### config.mk
export PLATFORM = sky130hd
export DESIGN_NAME = axi_mem_responder
export DESIGN_NICKNAME = d
export VERILOG_FILES = /design/src/rtl/axi_mem_responder.sv
export SDC_FILE = /design/constraint.sdc
export NUM_CORES = 1
export LEC_CHECK = 0
export ABC_AREA = 1
export CAP_MARGIN = 25
export CORE_ASPECT_RATIO = 2
export CORE_MARGIN = 1.5
export CORE_UTILIZATION = 45
export CTS_CLUSTER_SIZE = 12
export DETAILED_ROUTE_END_ITERATION = 12
export PLACE_DENSITY = 0.86
export SLEW_MARGIN = 20
export SYNTH_ARGS = -nofsm -noshare
export SYNTH_HDL_FRONTEND = slang
export SYNTH_SLANG_ARGS = --single-unit
### constraint.sdc
create_clock -name clk -period 7.09 [get_ports clk]
set_input_delay 1.418 -clock clk [delete_from_list [all_inputs] [get_ports clk]]
set_output_delay 1.418 -clock clk [all_outputs]
set_load 0.02 [all_outputs]
### src/rtl/axi_mem_responder.sv
// AXI4 slave that serialises one INCR burst at a time onto a simple
// valid/ready word-wide memory port; 32-bit data, ignores size/burst/cache hints.
`timescale 1ns/1ps
module axi_mem_responder #(
  parameter int AXI_ADDR_W = 32,
  parameter int AXI_ID_W   = 1
) (
  input  logic                  clk,
  input  logic                  rst,
  input  logic [AXI_ID_W-1:0]   s_axi_awid,
  input  logic [AXI_ADDR_W-1:0] s_axi_awaddr,
  input  logic [7:0]            s_axi_awlen,
  input  logic [2:0]            s_axi_awsize,
  input  logic [1:0]            s_axi_awburst,
  input  logic [1:0]            s_axi_awlock,
  input  logic [3:0]            s_axi_awcache,
  input  logic [2:0]            s_axi_awprot,
  input  logic [3:0]            s_axi_awqos,
  input  logic                  s_axi_awvalid,
  output logic                  s_axi_awready,
  input  logic [31:0]           s_axi_wdata,
  input  logic [3:0]            s_axi_wstrb,
  input  logic                  s_axi_wlast,
  input  logic                  s_axi_wvalid,
  output logic                  s_axi_wready,
  output logic [AXI_ID_W-1:0]   s_axi_bid,
  output logic [1:0]            s_axi_bresp,
  output logic                  s_axi_bvalid,
  input  logic                  s_axi_bready,
  input  logic [AXI_ID_W-1:0]   s_axi_arid,
  input  logic [AXI_ADDR_W-1:0] s_axi_araddr,
  input  logic [7:0]            s_axi_arlen,
  input  logic [2:0]            s_axi_arsize,
  input  logic [1:0]            s_axi_arburst,
  input  logic [1:0]            s_axi_arlock,
  input  logic [3:0]            s_axi_arcache,
  input  logic [2:0]            s_axi_arprot,
  input  logic [3:0]            s_axi_arqos,
  input  logic                  s_axi_arvalid,
  output logic                  s_axi_arready,
  output logic [AXI_ID_W-1:0]   s_axi_rid,
  output logic [31:0]           s_axi_rdata,
  output logic [1:0]            s_axi_rresp,
  output logic                  s_axi_rlast,
  output logic                  s_axi_rvalid,
  input  logic                  s_axi_rready,
  output logic                  mem_valid,
  output logic [AXI_ADDR_W-1:0] mem_addr,
  output logic [31:0]           mem_wdata,
  output logic [3:0]            mem_wstrb,
  input  logic [31:0]           mem_rdata,
  input  logic                  mem_ready
);

  typedef enum logic [2:0] {
    S_IDLE, S_WDATA, S_WMEM, S_WRESP, S_RMEM, S_RDATA
  } state_t;

  state_t                state_q, state_d;
  logic [AXI_ADDR_W-1:0] addr_q, addr_d;
  logic [7:0]            len_q, len_d;
  logic [7:0]            cnt_q, cnt_d;
  logic [AXI_ID_W-1:0]   id_q, id_d;
  logic                  err_q, err_d;
  logic [31:0]           wdata_q, wdata_d;
  logic [3:0]            wstrb_q, wstrb_d;
  logic [31:0]           rdata_q, rdata_d;

  logic                  last_beat;
  logic [AXI_ADDR_W-1:0] addr_inc;
  logic                  unused_inputs;

  assign last_beat = (cnt_q == len_q);
  assign addr_inc  = addr_q + AXI_ADDR_W'(4);

  // Burst attributes are fixed (INCR, 4-byte beats), so these inputs carry no information.
  assign unused_inputs = ^{s_axi_awsize, s_axi_awburst, s_axi_awlock, s_axi_awcache,
                           s_axi_awprot, s_axi_awqos, s_axi_awaddr[1:0],
                           s_axi_arsize, s_axi_arburst, s_axi_arlock, s_axi_arcache,
                           s_axi_arprot, s_axi_arqos, s_axi_araddr[1:0]};

  // Address channels accept only while idle; a simultaneous write wins over the read.
  assign s_axi_awready = !rst && (state_q == S_IDLE) && s_axi_awvalid;
  assign s_axi_arready = !rst && (state_q == S_IDLE) && s_axi_arvalid && !s_axi_awvalid;
  assign s_axi_wready  = (state_q == S_WDATA);

  assign s_axi_bvalid  = (state_q == S_WRESP);
  assign s_axi_bresp   = (s_axi_bvalid && err_q) ? 2'b10 : 2'b00;
  assign s_axi_bid     = id_q;

  assign s_axi_rvalid  = (state_q == S_RDATA);
  assign s_axi_rlast   = s_axi_rvalid && last_beat;
  assign s_axi_rdata   = rdata_q;
  assign s_axi_rresp   = 2'b00;
  assign s_axi_rid     = id_q;

  assign mem_valid     = (state_q == S_WMEM) || (state_q == S_RMEM);
  assign mem_addr      = addr_q;
  assign mem_wdata     = wdata_q;
  assign mem_wstrb     = (state_q == S_WMEM) ? wstrb_q : 4'h0;

  always_comb begin
    // NOTE: every _d defaults to its _q first so no path through the case infers a latch.
    state_d = state_q;
    addr_d  = addr_q;
    len_d   = len_q;
    cnt_d   = cnt_q;
    id_d    = id_q;
    err_d   = err_q;
    wdata_d = wdata_q;
    wstrb_d = wstrb_q;
    rdata_d = rdata_q;
    unique case (state_q)
      S_IDLE: begin
        if (s_axi_awvalid) begin
          addr_d  = {s_axi_awaddr[AXI_ADDR_W-1:2], 2'b00};
          len_d   = s_axi_awlen;
          id_d    = s_axi_awid;
          cnt_d   = 8'd0;
          err_d   = 1'b0;
          state_d = S_WDATA;
        end else if (s_axi_arvalid) begin
          addr_d  = {s_axi_araddr[AXI_ADDR_W-1:2], 2'b00};
          len_d   = s_axi_arlen;
          id_d    = s_axi_arid;
          cnt_d   = 8'd0;
          state_d = S_RMEM;
        end
      end
      S_WDATA: begin
        if (s_axi_wvalid) begin
          if (s_axi_wlast != last_beat) err_d = 1'b1;
          // A beat with no enabled lanes never reaches memory but still occupies its slot.
          if (s_axi_wstrb == 4'h0) begin
            addr_d  = addr_inc;
            cnt_d   = cnt_q + 8'd1;
            state_d = last_beat ? S_WRESP : S_WDATA;
          end else begin
            wdata_d = s_axi_wdata;
            wstrb_d = s_axi_wstrb;
            state_d = S_WMEM;
          end
        end
      end
      S_WMEM: begin
        if (mem_ready) begin
          addr_d  = addr_inc;
          cnt_d   = cnt_q + 8'd1;
          state_d = last_beat ? S_WRESP : S_WDATA;
        end
      end
      S_WRESP: if (s_axi_bready) state_d = S_IDLE;
      S_RMEM: begin
        if (mem_ready) begin
          rdata_d = mem_rdata;
          state_d = S_RDATA;
        end
      end
      S_RDATA: begin
        if (s_axi_rready) begin
          if (last_beat) begin
            state_d = S_IDLE;
          end else begin
            addr_d  = addr_inc;
            cnt_d   = cnt_q + 8'd1;
            state_d = S_RMEM;
          end
        end
      end
      default: state_d = S_IDLE;
    endcase
  end

  always_ff @(posedge clk or posedge rst) begin
    if (rst) begin
      state_q <= S_IDLE;
      addr_q  <= '0;
      len_q   <= '0;
      cnt_q   <= '0;
      id_q    <= '0;
      err_q   <= 1'b0;
      wdata_q <= '0;
      wstrb_q <= '0;
      rdata_q <= '0;
    end else begin
      // NOTE: non-blocking updates keep every flop sampling pre-edge values of the others.
      state_q <= state_d;
      addr_q  <= addr_d;
      len_q   <= len_d;
      cnt_q   <= cnt_d;
      id_q    <= id_d;
      err_q   <= err_d;
      wdata_q <= wdata_d;
      wstrb_q <= wstrb_d;
      rdata_q <= rdata_d;
    end
  end

endmodule
==> results of run 1 <==
-- where the power goes --
part | internal [uW] | total [uW] | switching, uW
clock network | 632 | 945 | 313
registers | 1010 | 1290 | 277
logic | 1010 | 2270 | 1260
total | 2660 | 4510 | 1850
-- synthesized netlist by cell type, drive strengths merged, types with 2 or more instances --
library cell  number
nand3b             9
o211ai            12
a31oi              2
nor3              11
and3               2
mux2              64
o21ai             55
ha                 2
buf               26
nand4              4
nand2            251
nand3             20
o21a               7
inv               62
xnor2              8
clkbuf             9
nor2              71
or2               22
dfrtp            119
xor2              11
a21oi             17
-- worst max path at each step --
| stage | start | endpoint | cells past startpoint |
|---|---|---|---|
| after floorplan | rst | cnt_q[0]$_DFFE_PP0P_ | 1 |
| after global placement | s_axi_awvalid | s_axi_awready | 5 |
| after detailed placement | s_axi_awvalid | s_axi_awready | 5 |
| after CTS | s_axi_awvalid | s_axi_awready | 5 |
| after global routing | s_axi_awvalid | s_axi_awready | 5 |
| final | s_axi_awvalid | s_axi_awready | 5 |
-- flip-flops by register name, indices dropped and copies added, names as in the netlist --
signal,flops
mem_wdata,32
s_axi_rdata,32
cnt_q,8
wstrb_q,4
s_axi_bid,1
len_q,8
mem_addr,30
state_q,3
err_q,1
-- metal layers --
| metal | track usage [%] | up-vias |
|---|---|---|
| li1 | - | 3062 |
| met1 | 27.3 | 3005 |
| met2 | 51.6 | 292 |
| met3 | 7.76 | 69 |
| met4 | 19.0 | 0 |
| met5 | 0 | - |
-- kinds of logic (layout without fill, tap and decap cells) --
kind of cell / Yosys count / after routing / synth area share, %
DFF: 119 / 119 / 45.4
xor gates and xnor gates: 19 / 19 / 2.54
and+or+nand+nor: 391 / 391 / 25.5
other: 1 / 8 / 0.0572
buffers and inverters: 97 / 361 / 6.61
adders and majority gates: 2 / 2 / 0.382
AOI/OAI and AO/OA: 96 / 96 / 8.36
muxes: 65 / 65 / 11.1
-- area by class of cell --
cell class | instances | area (um2)
Tap cell | 192 | 240
Clock buffer | 20 | 447
Sequential cell | 119 | 2980
Clock inverter | 12 | 200
Multi-Input combinational cell | 578 | 3160
Inverter | 62 | 238
Fill cell | 1063 | 4320
Antenna cell | 3 | 7.51
Timing Repair Buffer | 267 | 2680
-- per-stage QoR --
step	setup WS (ns)	instances	hold slack, ns	power [uW]
2_1_floorplan	2.51	794	0.434	2600
3_3_place_gp	2.50	1217	0.449	3460
3_5_place_dp	2.45	1217	0.465	3540
4_1_cts	2.40	1249	0.490	4510
5_1_grt	2.33	1253	0.494	4770
6_report	2.41	1253	0.484	4510
-- worst reg2reg max path: stages (launching register included) --
cell and delay (ns):
dfrtp_1 0.54, nor3_2 0.27, inv_2 0.11, nand2_2 0.60, inv_2 0.46, nand2_1 0.19, o21ai_0 0.09, nand3b_1 0.17
nand2_1 0.08, inv_1 0.03
==> flow_summary.toml, run 1 <==
[worst_setup_path]
timing.rr.end = "mem_addr[23]$_DFFE_PP0P_"
max_stage_delay_ns = 0.63
rr_startpoint = "state_q[2]$_DFFE_PP0P_"
critPathSlowestCell = "clkdlybuf4s50_1"
cp-end-kind = "primary output"
worstPathMaxFanout = 41
cpMostUsedCell = "clkdlybuf4s50_1"
crit_chain = "clkdlybuf4s50_1, buf_4, nand2_1, nor2_1, clkdlybuf4s50_1"
worstSetupPathType = "input port to primary output"
critPathBufInv = 3
r2r_cells = 9
worstPathRequired_ns = 5.67
start_kind = "input port"
reg2reg_slack_ns = 4.46
crit_arrival_ns = 3.26
crit_family = "buffers and inverters"

[sta]
worstMarginPinSlew_ns = 1.05
rsz0062_at_grt = "false"
finalCritPeriodShare_pct = 66.0
hold_violations = 0
fin_worst_skew_ns = 0.00791
fin_tns_setup_ns = 0
slew_violations = 0
period_needed_ns = 4.68
setup_violations = 0
fmax_ghz = 0.214
max_slew_margin_pct = 29.5

[clock_network]
clk_pin_slew_worst_paths_ns = 0.06
cts_tree = "yes"
cts_resized = 0
post_cts_buffers = 0
holdBufCountCts = 0
cts_buffers = 17
cts_sinks = 119
cts-htree-levels = 4
max-clock-path-buffers = 2
clkLatencyLatePin_ns = 0.42
cts-root-buf = "clkbuf_16"

[finish]
final_core_util_pct = 69.7
fin_nets = 1242
mostFrequentLayoutCells = "clkdlybuf4s50_1, nand2_1, dfrtp_1"
drive_gt1_share_pct = 13.4
final_area_um2 = 9950
final_common_cell = "clkdlybuf4s50_1"
syn_to_final_growth_pct = 51.9

[yosys]
synth_top_area_share_pct = 45.4
syn_area_per_cell_um2 = 8.30
syn_area_um2 = 6550
synth_top_cells_by_area = "dfrtp_1, nand2_1, mux2_2"
synthCells = 790
synth_area_leader_cell = "dfrtp_1"
synthFlopType = "dfrtp_1"
synth_edf_count = 0
async_flop_share_pct = 100
yosys_warnings = 0
synthDistinctLibCells = 39
ys_seq_area_share_pct = 45.4
synth.ff_latch_count = 119

[detailed_routing]
wl_per_cell_um = 17.5
drtIter0Drc = 259
wl_mm = 21.9
route.detailed.drc = 0
antenna_left = 0
met2WireLength_mm = 11.7
routed.top_layer = "met4"
wl_met1_mm = 7.36
wl_met3_mm = 1.64
drtPass1Iterations = 4
via_per_inst = 5.13
dr_total_vias = 6428

[power_and_ir_drop]
powerDensity_nw_per_um2 = 453
p_leak_uw = 0.00439
irDropWorstVdd_mv = 0.191

[grt]
grt.overflow.total = 0
grt_pass1_vias = 6478
grtUsageTotal_pct = 28.7
grt_max_degree = 72
grt_pass1_wl_mm = 33.1
antenna_found_initial = 3

[placed_design]
hpwl_mm = 16.0
postPlaceCellArea_um2 = 9270
io_buffers = 262
gp_congestion = 0.923

[floorplan]
die_w_um = 88.3
ios = 308
fp.dieH_um = 174
dieArea_um2 = 15300
core_area_um2 = 14300
initial_core_util_pct = 45.9
rows = 62

[flow_run]
max_cap_viol_count = 0

[worst_hold_path]
hold_path.class = "register to register"
min_path_cells = 2
worstHoldStart = "err_q$_DFFE_PP0P_"
holdPathEnd = "err_q$_DFFE_PP0P_"

[status]
status = "completed"
Note: power is estimated with default switching activity, not from simulation.
==> run 2: changes to the inputs <==
- CORE_UTILIZATION: 45 -> 38
- PLACE_DENSITY: 0.86 -> 0.77
- clock period: 7.09 -> 4.1 ns (I/O delays scaled with it)
==> flow_summary.toml, run 2 (same netlist as run 1, synthesis figures left out) <==
[detailed_routing]
wl_mm = 20.3
antenna_left = 0
drtPass1Iterations = 5
dr_total_vias = 6219
wl_per_cell_um = 16.0
route.detailed.drc = 0
drtIter0Drc = 210
via_per_inst = 4.92

[worst_hold_path]
holdPathEnd = "err_q$_DFFE_PP0P_"
worstHoldStart = "err_q$_DFFE_PP0P_"
min_path_cells = 2
hold_path.class = "register to register"

[clock_network]
post_cts_buffers = 0
clk_pin_slew_worst_paths_ns = 0.05
cts_tree = "yes"
holdBufCountCts = 0
clkLatencyLatePin_ns = 0.41
cts-root-buf = "clkbuf_16"
max-clock-path-buffers = 2
cts-htree-levels = 4
cts_resized = 0
cts_buffers = 17
cts_sinks = 119

[sta]
period_needed_ns = 3.29
setup_violations = 0
worstMarginPinSlew_ns = 0.899
max_slew_margin_pct = 39.9
hold_violations = 0
finalCritPeriodShare_pct = 80.2
rsz0062_at_grt = "false"
fin_tns_setup_ns = 0
fin_worst_skew_ns = 0.0141
fmax_ghz = 0.304
slew_violations = 0

[finish]
final_core_util_pct = 58.9
final_area_um2 = 9920
drive_gt1_share_pct = 13.6
syn_to_final_growth_pct = 51.3
fin_cells = 1265
fillCellCount = 1471
final_common_cell = "clkdlybuf4s50_1"
n_antenna_cell = 0
mostFrequentLayoutCells = "clkdlybuf4s50_1, nand2_1, dfrtp_1"
fin_nets = 1244

[floorplan]
rows = 67
initial_core_util_pct = 38.9
fp.dieH_um = 189
dieArea_um2 = 18100
ios = 308
core_area_um2 = 16800
die_w_um = 95.9

[grt]
grt_max_degree = 56
grt_pass1_vias = 6506
antenna_found_initial = 0
grtUsageTotal_pct = 23.4
grt_pass1_wl_mm = 32.1
grt.overflow.total = 0

[worst_setup_path]
worstPathMaxFanout = 9
rr_startpoint = "state_q[2]$_DFFE_PP0P_"
worstSetupPathType = "input port to primary output"
cp-end-kind = "primary output"
crit_arrival_ns = 2.47
reg2reg_slack_ns = 1.88
timing.rr.end = "cnt_q[3]$_DFFE_PP0P_"
start_kind = "input port"
r2r_cells = 9
worstPathRequired_ns = 3.28

[power_and_ir_drop]
p_leak_uw = 0.00439
powerDensity_nw_per_um2 = 764
power.total_uw = 7570
irDropWorstVdd_mv = 0.327

[placed_design]
postPlaceCellArea_um2 = 9320
dp.cells = 1235
hpwl_mm = 15.2
gp_congestion = 0.938
io_buffers = 262

[status]
status = "completed"

[flow_run]
max_cap_viol_count = 0
run 2: where the power goes:
group | switching, uW | internal (uW) | leakage (uW)
combinational | 2090 | 1760 | 0.00265
sequential | 462 | 1750 | 0.00144
clock | 520 | 992 | 0.000291
run 2: worst max-delay path: stages:
cell and delay, ns:
clkdlybuf4s50_1 0.76, nand2_1 0.13, nor2_1 0.13, clkdlybuf4s50_1 0.62
run 2: per-stage QoR:
| stage | hold slack, ns | setup WS, ns |
|---|---|---|
| 2_1_floorplan | 0.434 | 0.123 |
| 3_3_place_gp | 0.449 | 0.716 |
| 3_5_place_dp | 0.463 | 0.664 |
| 4_1_cts | 0.474 | 0.825 |
| 5_1_grt | 0.494 | 0.719 |
| 6_report | 0.467 | 0.812 |
run 2: how the worst max path moves through the flow:
stage	start	to
after floorplan	rst	cnt_q[0]$_DFFE_PP0P_
after global placement	s_axi_awvalid	cnt_q[5]$_DFFE_PP0P_
after detailed placement	s_axi_awvalid	cnt_q[3]$_DFFE_PP0P_
after CTS	s_axi_awvalid	s_axi_awready
after global routing	s_axi_awvalid	s_axi_awready
final	s_axi_awvalid	s_axi_awready
run 2: final cells by class:
class | count | area, um2 | area share, %
Clock buffer | 21 | 470 | 4.74
Clock inverter | 9 | 125 | 1.26
Inverter | 62 | 238 | 2.40
Multi-Input combinational cell | 578 | 3160 | 31.9
Sequential cell | 119 | 2980 | 30.0
Tap cell | 207 | 259 | 2.61
Timing Repair Buffer | 269 | 2690 | 27.1
run 2: layer usage:
metal  GRT usage [%]  share of wire [%]
met4            11.4                3.9
met3            6.34                6.9
met1            22.6                 35
met2            43.7                 54
met5               0                  0
==> run 3: changes to the inputs <==
- CORE_UTILIZATION: 38 -> 42
- PLACE_DENSITY: 0.77 -> 0.81
- clock period: 4.1 -> 3.4 ns (I/O delays scaled with it)
==> flow_summary.toml, run 3 (same netlist as run 1, synthesis figures left out) <==
[power_and_ir_drop]
p_leak_uw = 0.00439
powerDensity_nw_per_um2 = 920
irDropWorstVdd_mv = 0.469

[detailed_routing]
drtIter0Drc = 225
met2WireLength_mm = 11.2
antenna_left = 0
wl_mm = 20.3
route.detailed.drc = 0
wl_met1_mm = 6.86
via_per_inst = 4.98
routed.top_layer = "met4"
wl_per_cell_um = 16.1
wl_met3_mm = 1.15
dr_total_vias = 6269
drtPass1Iterations = 5

[sta]
fin_tns_setup_ns = 0
slew_violations = 0
finalCritPeriodShare_pct = 89.0
period_needed_ns = 3.03
hold_violations = 0
setup_violations = 0
rsz0062_at_grt = "false"
fmax_ghz = 0.330
fin_worst_skew_ns = 0.00642
max_slew_margin_pct = 49.5
worstMarginPinSlew_ns = 0.751

[placed_design]
dp.cells = 1228
io_buffers = 262
hpwl_mm = 15.4
gp_congestion = 0.933

[worst_setup_path]
worstSetupPathType = "register to primary output"
reg2reg_slack_ns = 1.28
timing.rr.end = "mem_addr[21]$_DFFE_PP0P_"
cp-end-kind = "primary output"
start_kind = "register"
r2r_cells = 12
worstPathRequired_ns = 2.72
worstPathMaxFanout = 4
crit_arrival_ns = 2.35
rr_startpoint = "cnt_q[0]$_DFFE_PP0P_"

[finish]
drive_gt1_share_pct = 13.9
syn_to_final_growth_pct = 51.7
fin_nets = 1246
fin_cells = 1260
mostFrequentLayoutCells = "clkdlybuf4s50_1, nand2_1, dfrtp_1"
n_antenna_cell = 0
final_common_cell = "clkdlybuf4s50_1"

[clock_network]
clk_pin_slew_worst_paths_ns = 0.06
post_cts_buffers = 0
holdBufCountCts = 0
cts-root-buf = "clkbuf_16"
cts_buffers = 17
cts_tree = "yes"
clkLatencyLatePin_ns = 0.41
cts_sinks = 119
max-clock-path-buffers = 2
cts-htree-levels = 4
cts_resized = 0

[grt]
grt_pass1_wl_mm = 32.0
grt.overflow.total = 0
grt_max_degree = 60
antenna_found_initial = 0
grt_pass1_vias = 6487
grtUsageTotal_pct = 25.3

[worst_hold_path]
worstHoldStart = "err_q$_DFFE_PP0P_"
min_path_cells = 2
hold_path.class = "register to register"
holdPathEnd = "err_q$_DFFE_PP0P_"

[floorplan]
dieArea_um2 = 16400
die_w_um = 91.3
initial_core_util_pct = 42.9
core_area_um2 = 15300
rows = 64
ios = 308
fp.dieH_um = 180

[status]
status = "completed"

[flow_run]
max_cap_viol_count = 0
-- run 3: cell count changes in the layout (fill, tap and decap cells not counted), moves of 2 or more --
cell,change
clkinv_4,+4
inv_6,+2
clkinvlp_4,+3
clkinv_2,-3
-- run 3: metrics by stage --
stage | util [%] | total power [uW] | area, um2 | setup WS (ns) | hold WS, ns
2_1_floorplan | - | 5430 | 6570 | 1.14 | 0.434
3_3_place_gp | 61.1 | 7250 | 9340 | 0.613 | 0.449
3_5_place_dp | 61.1 | 7380 | 9340 | 0.593 | 0.459
4_1_cts | 65.0 | 9240 | 9940 | 0.339 | 0.471
5_1_grt | 65.0 | 9730 | 9940 | 0.235 | 0.515
6_report | 65.0 | 9140 | 9940 | 0.374 | 0.469
-- run 3: area by class of cell --
class,instances,area [um2]
Fill cell,1273,5350
Clock inverter,13,148
Clock buffer,19,453
Timing Repair Buffer,271,2720
Multi-Input combinational cell,578,3160
Inverter,62,239
Tap cell,198,248
Sequential cell,119,2980
-- run 3: worst max path at each step --
stage,from,endpoint,slack (ns),cells after the start
floorplan,s_axi_awvalid,s_axi_awready,1.14,4
global placement,s_axi_awvalid,s_axi_arready,0.61,5
detailed placement,s_axi_awvalid,s_axi_arready,0.59,5
CTS,cnt_q[0]$_DFFE_PP0P_,s_axi_rlast,0.34,8
global route,cnt_q[0]$_DFFE_PP0P_,s_axi_rlast,0.23,8
finish,cnt_q[0]$_DFFE_PP0P_,s_axi_rlast,0.37,8
-- run 3: worst max-delay path: stages (launching register included) --
cell and delay [ns]:
dfrtp_1 0.42, inv_1 0.11, nand2_1 0.06, nand2_1 0.06
nand2_1 0.05, nor2_1 0.26, nand3_1 0.27, inv_1 0.10
clkdlybuf4s50_1 0.62
-- run 3: where the power goes --
part | switching (uW) | internal [uW] | leakage, uW
Clock | 676 | 1120 | 0.000282
Sequential | 562 | 2110 | 0.00144
Combinational | 2540 | 2140 | 0.00266
-- run 3: layer usage --
layer,track usage (%),vias to the layer above
met4,14.8,0
li1,-,3047
met5,0,-
met2,48.2,258
met1,23.1,2905
met3,6.77,59
